`config.mk`:
```
export PLATFORM = sky130hd
export DESIGN_NAME = graphics_blit_engine
export DESIGN_NICKNAME = d
export VERILOG_FILES = /design/src/rtl/graphics_blit_engine.sv
export SDC_FILE = /design/constraint.sdc
export NUM_CORES = 1
export LEC_CHECK = 0
export CAP_MARGIN = 20
export CORE_UTILIZATION = 60
export CTS_BUF_LIST = sky130_fd_sc_hd__clkbuf_4 sky130_fd_sc_hd__clkbuf_8 sky130_fd_sc_hd__clkbuf_16
export CTS_CLUSTER_SIZE = 30
export DETAILED_ROUTE_END_ITERATION = 10
export DONT_BUFFER_PORTS = 1
export HOLD_SLACK_MARGIN = 0.03
export PLACE_DENSITY = 0.75
export SKIP_CTS_REPAIR_TIMING = 1
export SLEW_MARGIN = 10
export SYNTH_ARGS = -nofsm -noshare
export SYNTH_HDL_FRONTEND = slang
export SYNTH_SLANG_ARGS = --single-unit
```
`constraint.sdc`:
```
create_clock -name bus_clk_2x -period 6.7 [get_ports bus_clk_2x]
set_input_delay 1.34 -clock bus_clk_2x [delete_from_list [all_inputs] [get_ports bus_clk_2x]]
set_output_delay 1.34 -clock bus_clk_2x [all_outputs]
set_load 0.005 [all_outputs]
```
`src/rtl/graphics_blit_engine.sv`:
```
// graphics_blit_engine: bus-side framebuffer port with a fill/copy engine.
// BRAM port A is shared between the bus (phase-0 accesses) and the engine.
// Optional copy mode is enabled by defining GFX_BLIT_COPY_EN; without it only
// fill, scroll and plain bus accesses are available.
module graphics_blit_engine #(
  parameter int unsigned DEPTH    = 60000,
  parameter int unsigned ADDR_W   = 16,
  parameter int unsigned BPP      = 4,
  parameter int unsigned CFG_BASE = DEPTH
) (
  input  logic              bus_clk_2x,
  input  logic              rst,
  input  logic              bus_phase,
  input  logic              bus_read,
  input  logic              bus_write,
  input  logic [31:0]       bus_address,
  input  logic [31:0]       bus_data_wr,
  output logic [31:0]       bus_data_rd,
  output logic              mem_we,
  output logic [ADDR_W-1:0] mem_addr,
  output logic [31:0]       mem_din,
  input  logic [31:0]       mem_dout,
  output logic [31:0]       scroll_offset,
  output logic              busy,
  output logic              irq
);

  localparam logic [31:0] DEPTH_W      = 32'(DEPTH);
  localparam logic [31:0] CFG_W        = 32'(CFG_BASE);
  localparam int unsigned PIX_PER_WORD = 32 / BPP;

  typedef enum logic [2:0] {
    ST_IDLE,
    ST_FILL,
    ST_DONE
`ifdef GFX_BLIT_COPY_EN
    ,
    ST_CP_RD,
    ST_CP_LAT,
    ST_CP_WR
`endif
  } state_t;

  state_t state, state_next;

  logic [31:0]      dst;
  logic [31:0]      len;
  logic [BPP-1:0]   fill_px;
  logic [31:0]      fill_word;
  logic [31:0]      src_rd;
`ifdef GFX_BLIT_COPY_EN
  logic [31:0]      src;
  logic [31:0]      copy_buf;
  logic             lat_cnt;
  logic             start_copy;
  logic             buf_load;
`endif

  logic [31:0]       cfg_off;
  logic              cfg_hit;
  logic [2:0]        cfg_idx;
  logic              reg_wr;
  logic              ctrl_wr;
  logic              start_fill;
  logic              steal;
  logic              eng_valid;
  logic              eng_we;
  logic [ADDR_W-1:0] eng_addr;
  logic [31:0]       eng_din;
  logic              advance;

  // Wrapping helpers: pointers live in [0, DEPTH).
  function automatic logic [31:0] reduce(input logic [31:0] x);
    return (x >= DEPTH_W) ? x - DEPTH_W : x;
  endfunction

  function automatic logic [31:0] wrap_inc(input logic [31:0] x);
    return (x >= DEPTH_W - 32'd1) ? '0 : x + 32'd1;
  endfunction

  assign cfg_off    = bus_address - CFG_W;
  assign cfg_hit    = (bus_address >= CFG_W) && (cfg_off < 32'd6);
  assign cfg_idx    = cfg_off[2:0];
  assign reg_wr     = !bus_phase && bus_write && cfg_hit;
  assign ctrl_wr    = reg_wr && (cfg_idx == 3'd4);
  assign start_fill = ctrl_wr && bus_data_wr[0] && (state == ST_IDLE);
`ifdef GFX_BLIT_COPY_EN
  assign start_copy = ctrl_wr && bus_data_wr[1] && !bus_data_wr[0] && (state == ST_IDLE);
  assign src_rd     = src;
`else
  assign src_rd     = '0;
`endif

  assign steal         = !bus_phase && (bus_read || bus_write) && (bus_address < DEPTH_W);
  assign fill_word     = {PIX_PER_WORD{fill_px}};
  assign busy          = (state != ST_IDLE);

  // FSM state register.
  always_ff @(posedge bus_clk_2x or posedge rst) begin
    if (rst) state <= ST_IDLE;
    else     state <= state_next;
  end

  // FSM next state and engine port-A request; a bus steal freezes the engine.
  always_comb begin
    state_next = state;
    eng_valid  = 1'b0;
    eng_we     = 1'b0;
    eng_addr   = dst[ADDR_W-1:0];
    eng_din    = fill_word;
    advance    = 1'b0;
`ifdef GFX_BLIT_COPY_EN
    buf_load   = 1'b0;
`endif
    case (state)
      ST_IDLE: begin
        if (start_fill)
          state_next = (len == 32'd0) ? ST_DONE : ST_FILL;
`ifdef GFX_BLIT_COPY_EN
        else if (start_copy)
          state_next = (len == 32'd0) ? ST_DONE : ST_CP_RD;
`endif
      end
      ST_FILL: begin
        eng_valid = 1'b1;
        eng_we    = 1'b1;
        if (!steal) begin
          advance = 1'b1;
          if (len == 32'd1) state_next = ST_DONE;
        end
      end
`ifdef GFX_BLIT_COPY_EN
      ST_CP_RD: begin
        eng_valid = 1'b1;
        eng_addr  = src[ADDR_W-1:0];
        if (!steal) state_next = ST_CP_LAT;
      end
      // Read latency wait does not use the port, so it never stalls.
      ST_CP_LAT: begin
        if (lat_cnt) begin
          buf_load   = 1'b1;
          state_next = ST_CP_WR;
        end
      end
      ST_CP_WR: begin
        eng_valid = 1'b1;
        eng_we    = 1'b1;
        eng_din   = copy_buf;
        if (!steal) begin
          advance    = 1'b1;
          state_next = (len == 32'd1) ? ST_DONE : ST_CP_RD;
        end
      end
`endif
      ST_DONE: state_next = ST_IDLE;
      default: state_next = ST_IDLE;
    endcase
  end

  // Configuration registers and engine pointers/counters.
  always_ff @(posedge bus_clk_2x or posedge rst) begin
    if (rst) begin
      scroll_offset <= '0;
      dst           <= '0;
      len           <= '0;
      fill_px       <= '0;
`ifdef GFX_BLIT_COPY_EN
      src           <= '0;
`endif
    end else begin
      if (reg_wr && cfg_idx == 3'd0) scroll_offset <= bus_data_wr;
      if (reg_wr && state == ST_IDLE) begin
        case (cfg_idx)
          3'd1: dst     <= bus_data_wr;
          3'd2: len     <= bus_data_wr;
          3'd3: fill_px <= bus_data_wr[BPP-1:0];
`ifdef GFX_BLIT_COPY_EN
          3'd5: src     <= bus_data_wr;
`endif
          default: ;
        endcase
      end
`ifdef GFX_BLIT_COPY_EN
      if (start_fill || start_copy) begin
        dst <= reduce(dst);
        src <= reduce(src);
      end
      if (advance && state == ST_CP_WR) src <= wrap_inc(src);
`else
      if (start_fill) dst <= reduce(dst);
`endif
      if (advance) begin
        dst <= wrap_inc(dst);
        len <= len - 32'd1;
      end
    end
  end

  // Sticky done flag; a CTRL clear loses to a same-cycle completion.
  always_ff @(posedge bus_clk_2x or posedge rst) begin
    if (rst)                              irq <= 1'b0;
    else if (state == ST_DONE)            irq <= 1'b1;
    else if (ctrl_wr && bus_data_wr[2])   irq <= 1'b0;
  end

`ifdef GFX_BLIT_COPY_EN
  // Copy read-latency counter and data buffer.
  always_ff @(posedge bus_clk_2x or posedge rst) begin
    if (rst) begin
      lat_cnt  <= 1'b0;
      copy_buf <= '0;
    end else begin
      lat_cnt <= (state == ST_CP_LAT) ? ~lat_cnt : 1'b0;
      if (buf_load) copy_buf <= mem_dout;
    end
  end
`endif

  // Port A mux: bus phase-0 access beats the engine.
  always_ff @(posedge bus_clk_2x or posedge rst) begin
    if (rst) begin
      mem_we   <= 1'b0;
      mem_addr <= '0;
      mem_din  <= '0;
    end else if (steal) begin
      mem_we   <= bus_write;
      mem_addr <= bus_address[ADDR_W-1:0];
      mem_din  <= bus_data_wr;
    end else if (eng_valid) begin
      mem_we   <= eng_we;
      mem_addr <= eng_addr;
      mem_din  <= eng_din;
    end else begin
      mem_we   <= 1'b0;
    end
  end

  // Combinational bus read data: registers in the config window, else BRAM.
  always_comb begin
    bus_data_rd = '0;
    if (bus_read) begin
      if (cfg_hit) begin
        case (cfg_idx)
          3'd0:    bus_data_rd = scroll_offset;
          3'd1:    bus_data_rd = dst;
          3'd2:    bus_data_rd = len;
          3'd3:    bus_data_rd = {{(32-BPP){1'b0}}, fill_px};
          3'd4:    bus_data_rd = {30'b0, irq, busy};
          3'd5:    bus_data_rd = src_rd;
          default: bus_data_rd = '0;
        endcase
      end else begin
        bus_data_rd = mem_dout;
      end
    end
  end

endmodule

```
# Word-level counts from Yosys, hierarchy flattened
# Index checks and enable logic that the tools add are counted.
dict set report op_classes {
  mux 28
  addsub 4
  n_eq_ne 11
  magnitude_cmp 5
  reduce_logical 27
}
# operator count
set op_table {}
lappend op_table {{$mux W32} 13}
lappend op_table {{$pmux W32 S5} 1}
lappend op_table {{$ge A32 B16 Y1 const B} 3}
lappend op_table {{$sub A32 B16 Y32 const B} 2}
lappend op_table {{$add A32 B1 Y32 const B} 1}
lappend op_table {{$eq A32 B1 Y1 const B} 1}
lappend op_table {{$logic_not A32 Y1} 1}
lappend op_table {{$lt A32 B16 Y1 const B} 1}
lappend op_table {{$lt A32 B3 Y1 const B} 1}
lappend op_table {{$mux W16} 2}
lappend op_table {{$sub A32 B1 Y32 const B} 1}
lappend op_table {{$logic_and A1 B1 Y1} 11}
lappend op_table {{$eq A3 B2 Y1 const B} 3}
lappend op_table {{$mux W3} 3}
lappend op_table {{$reduce_bool A3 Y1} 3}
lappend op_table {{$reduce_bool A2 Y1} 4}
lappend op_table {{$mux W1} 7}
lappend op_table {{$eq A3 B1 Y1 const B} 2}
lappend op_table {{$logic_not A3 Y1} 2}
lappend op_table {{$ne A2 B2 Y1 const B} 3}
lappend op_table {{$pmux W3 S2} 1}
lappend op_table {{$reduce_and A3 Y1} 2}
lappend op_table {{$reduce_and A2 Y1} 2}
lappend op_table {{$eq A3 B3 Y1 const B} 1}
lappend op_table {{4 further kinds} 4}
dict set report totals {
  output_inout_bits 115
  ff_bits 153
}

# Logic depth before layout (Yosys ltp)
dict set report depth {
  depth_word 9
  ltp_mapped 14
}

# Least setup slack after synthesis
# No wires, ideal clock.
dict set report synth_path {
  path_kind {input-to-output}
  from {input port bus_address[16]}
  to {output port bus_data_rd[4]}
  arrival_ns 4.579
  n_path_buf 3
  path_stages 12
  setup_slack_ns 0.781
  cell_sequence {clkbuf_1 or4_4 or4_4 o31a_1 or3b_1 a2111oi_4 buf_2 nand2_1 clkbuf_1 nor3_1 a21oi_1 nor2b_1}
}
dict set report synth_between {
  elab_chain_len 5
  elab_cells_between_ends 6
  cone_classes {add/sub (1); order compare (2); mux (2); reduce/logical (1)}
}
# element line_no
set synth_rtl {}
lappend synth_rtl {{start, declared} 16} ;# input logic [31:0] bus_address,
lappend synth_rtl {{$sub A32 B16 Y32} 81} ;# assign cfg_off = bus_address - CFG_W;
lappend synth_rtl {{$lt A32 B3 Y1} 82} ;# assign cfg_hit = (bus_address >= CFG_W) && (cfg_off < 32'd6);
lappend synth_rtl {{$logic_and A1 B1 Y1 *} 82}
lappend synth_rtl {{$mux W32 *} 242} ;# if (cfg_hit) begin
lappend synth_rtl {{$mux W32 *} 241} ;# if (bus_read) begin
lappend synth_rtl {{end, declared} 18} ;# output logic [31:0] bus_data_rd,
# Every way passes the cells marked *; elsewhere a longest branch is shown, timed or not.

# Worst setup path in the final report
dict set report layout_path {
  from {input port bus_address[19]}
  to {output port bus_data_rd[20]}
}
# The elaborated chain is that of the path after synthesis.

==> out/results.txt <==
Initial antenna violation count: 0. In this run the power density over the cells is 186 nW/µm². Entering global routing, the biggest net connects 100 pins.

For the half-perimeter wire length after detailed placement, the log shows 23.3 mm. The fraction of post-synthesis cell area in the top cell type by area came out at 37.9%. Yosys instantiated no cell more often than sky130_fd_sc_hd__a21oi_1. For the pin with the worst max-slew slack, the measured transition is 968 ps.

Setup violations remaining at the end of the flow were counted as 0. The overall die width is 131 µm. Across the run, the number of max-cap violations was 0.

The fraction of registers with async set/reset is 100%, and the number of global-route vias before repair is 8857. The post-layout net count was 1274. The routed length per placed instance is 23.9 µm. The logs give 1138 for the violation count after the first detailed-route iteration and 0 for the number of pins with negative max-slew slack in the final report. For this configuration, the core starts out at a cell density of 62.3%. Across the routed clock network, the largest skew measured is 13.7 ps.

The worst setup path is captured at a primary output. The latest clock arrival within the worst-skew pair was 440 ps. For the total number of vias, the log shows 9609. The number of different library cells used by synthesis comes to 69. In this run the tool buffered the top-level ports with 0 buffer cells. The tools report the synthesized cell area as 10000 µm². Setup repair after global routing left no endpoint under its margin. In this run the deepest clock path goes through 2 buffers. The worst pin sits at a relative slew slack of 35.5%.

The number of antenna diodes is 0. After routing, the total negative slack on setup checks comes to 0 ps. The worst setup path is launched from an input pin. The share of the synthesized area in compound gates (AO/OA/AOI/OAI) was 20.9%; the row count was 46.

The standby leakage power is 4.40 nW. The synthesis-stage register bit count came out at 152. After synthesis, the most frequently instantiated cells are sky130_fd_sc_hd__a21oi_1 (198), sky130_fd_sc_hd__dfrtp_1 (152), sky130_fd_sc_hd__nor2_1 (152), sky130_fd_sc_hd__clkbuf_1 (76), sky130_fd_sc_hd__nand2_1 (71). Of the total synthesized cell area, the portion taken by AND, OR, NAND and NOR gates is 23.7%. Portion of the post-synthesis area used by sequential elements: 37.9%. The flow ran to the end, and the final reports show no timing, DRC or antenna violations.

The tools report the placeable core region as 16100 µm². During synthesis, Yosys emitted a total of 0 warnings. The tools report the number of nets still failing antenna checks after routing as 0.

The y dimension of the die works out to 131 µm. The commonest register cell after synthesis is sky130_fd_sc_hd__dfrtp_1. Cells with a size suffix above 1 make up 8.98% of the layout. The final hold violation count came out at 0.

After clock tree synthesis, the clock-pin slew on the worst setup and hold paths is 60 ps. Pin placement for this block handled 216 I/O pins. Path type of the worst min-delay path: register to register. Each instance of the synthesized netlist takes up on average 8.22 µm². The critical path class was input pin to primary output.

Derived from the worst setup path, the maximum achievable clock frequency is 0.164 GHz. The number of buffers added by the clock tree synthesis step was 17; the first-pass GRT wire length was 52.0 mm. The largest fanout on the critical path was 20; the worst hold-check slack was 535 ps. The logs give 0 for the total global routing overflow and 5360 ps for the data required time of the worst path. By area the synthesized netlist is led by sky130_fd_sc_hd__dfrtp_1 (38%), sky130_fd_sc_hd__a21oi_1 (9.9%), sky130_fd_sc_hd__nor2_1 (5.7%). The logs give 1337 for the fill cell instance count of the final layout and 0 for the detailed-route DRC error count.

The full die area is 17300 µm². Using the TritonRoute via totals, the vias-per-cell ratio works out to 6.88. The maximum ir drop on the vdd rail was 0.000197 V. The portion of netlist area occupied by mux cells is 11.0%. The tools report the aggregate routed wire length as 33.4 mm. Subtracting the final worst setup slack from the clock period gives 6090 ps. Counting every sink on the clock net gives 152. The adder-cell share of the synthesized area was 0.748%. TritonCTS built the clock tree.

The synthesized netlist devotes 1.05% of its cell area to XOR and XNOR gates. The share of the clock period used by the worst path is 91.0%, and the number of enable-type register cells in the synthesized netlist is 0. The cell count after synthesis came out at 1222. The number of detailed-routing iterations run before antenna repair was 5. The cell taking the most area after synthesis is sky130_fd_sc_hd__dfrtp_1. The run gives 0.916 as the final weighted congestion in routability-driven placement. Compared with the post-synthesis result, the final layout area differs by 6.89%.

The buffer cell driving the clock tree root is sky130_fd_sc_hd__clkbuf_16. After synthesis, the largest family of logic cells by area is simple AND/OR/NAND/NOR gates. In the final layout, the multi-input gates occupy 5790 µm². STA puts the critical path data arrival time at 4750 ps. Counting every net in the synthesized netlist gives 1329. The all-layer global routing usage is 39.1%, and the maximum level of the CTS H-tree is 4. For the sequential cell area in the final layout, the log shows 3800 µm².
-- power breakdown --
group          switching (mW)  internal [mW]  total, mW
Sequential            0.00575          0.919      0.925
Combinational          0.0495         0.0340     0.0836
Clock                   0.419          0.568      0.987
Total                   0.474           1.52       2.00
-- worst max-delay path, stage by stage --
cell and delay, ps:
sky130_fd_sc_hd__or4_4 550, sky130_fd_sc_hd__or4_4 580, sky130_fd_sc_hd__o31a_1 310, sky130_fd_sc_hd__or3b_1 430, sky130_fd_sc_hd__a2111oi_4 400, sky130_fd_sc_hd__nand2_2 370
sky130_fd_sc_hd__buf_4 310, sky130_fd_sc_hd__nor3_1 170, sky130_fd_sc_hd__a21oi_1 80, sky130_fd_sc_hd__nor2b_1 190
-- cell usage in the layout, fill, tap and decap left out, drive strengths merged, types with 8 or more instances in the layout --
master	Yosys	routed
nor4	16	16
xnor2	8	8
clkbuf	77	18
inv	25	31
a21oi	198	198
mux2i	53	53
buf	17	20
a31oi	15	15
a211oi	9	9
or3	14	14
nor3	69	69
o21ai	69	69
dfrtp	152	152
nand4	14	14
nand3	47	47
nand2	71	71
and3	13	13
or4	13	13
nor2	152	152
nor2b	32	32
mux2	37	37
-- worst paths after layout --
kind / from / end / slack, ps / cells past startpoint
max: bus_address[19] / bus_data_rd[20] / 610 / 10
min: fill_px[0]$_DFFE_PP0P_ / fill_px[0]$_DFFE_PP0P_ / 540 / 1
max reg2reg: dst[16]$_DFFE_PP0P_ / dst[7]$_DFFE_PP0P_ / 3060 / 9
min reg2reg: fill_px[0]$_DFFE_PP0P_ / fill_px[0]$_DFFE_PP0P_ / 540 / 1
max in group asynchronous: rst / len[2]$_DFFE_PP0P_ / 4320 / 2
min in group asynchronous: rst / scroll_offset[9]$_DFFE_PP0P_ / 890 / 1
-- flip-flops by register name, summed over array words and instances, names as in the netlist --
signal         flops
dst               32
len               32
mem_din           32
scroll_offset     32
mem_addr          16
fill_px            4
state              2
irq                1
mem_we             1
-- metal layers --
layer	routed length, µm	part of all wire (%)	vias to the layer above	track usage, %
met4	696	2.1	0	12.0
met3	4770	14	68	17.0
met5	0	0	-	0
met1	13600	41	4578	53.4
met2	14300	43	632	55.7
li1	-	-	4331	-
-- per-stage QoR --
stage	util (%)	total power [mW]	instances	cell area (µm²)	setup WS, ps
after detailed placement	62.7	1.03	1363	10100	628
final	66.6	2.00	1396	10700	606
after CTS	66.5	2.00	1395	10700	621
after floorplan	-	1.02	1222	10000	781
after global routing	66.6	2.05	1396	10700	490
after global placement	62.7	1.03	1363	10100	656
-- layout make-up --
type                       instances  share of cell area, %
clock inverter                    14                   1.52
clock buffer                      18                   4.09
tap                              216                   2.52
timing repair buffer              20                   1.59
inverter                          25                  0.921
sequential                       152                   35.4
multi-input combinational        951                   53.9
-- logic make-up after synthesis --
logic type | count (synthesis)
muxes | 92
AOI/OAI and AO/OA | 361
adders and majority gates | 6
DFF | 152
xor gates and xnor gates | 12
and+or+nand+nor | 480
buffers and inverters | 119
Power figures use the tool's default switching activity.
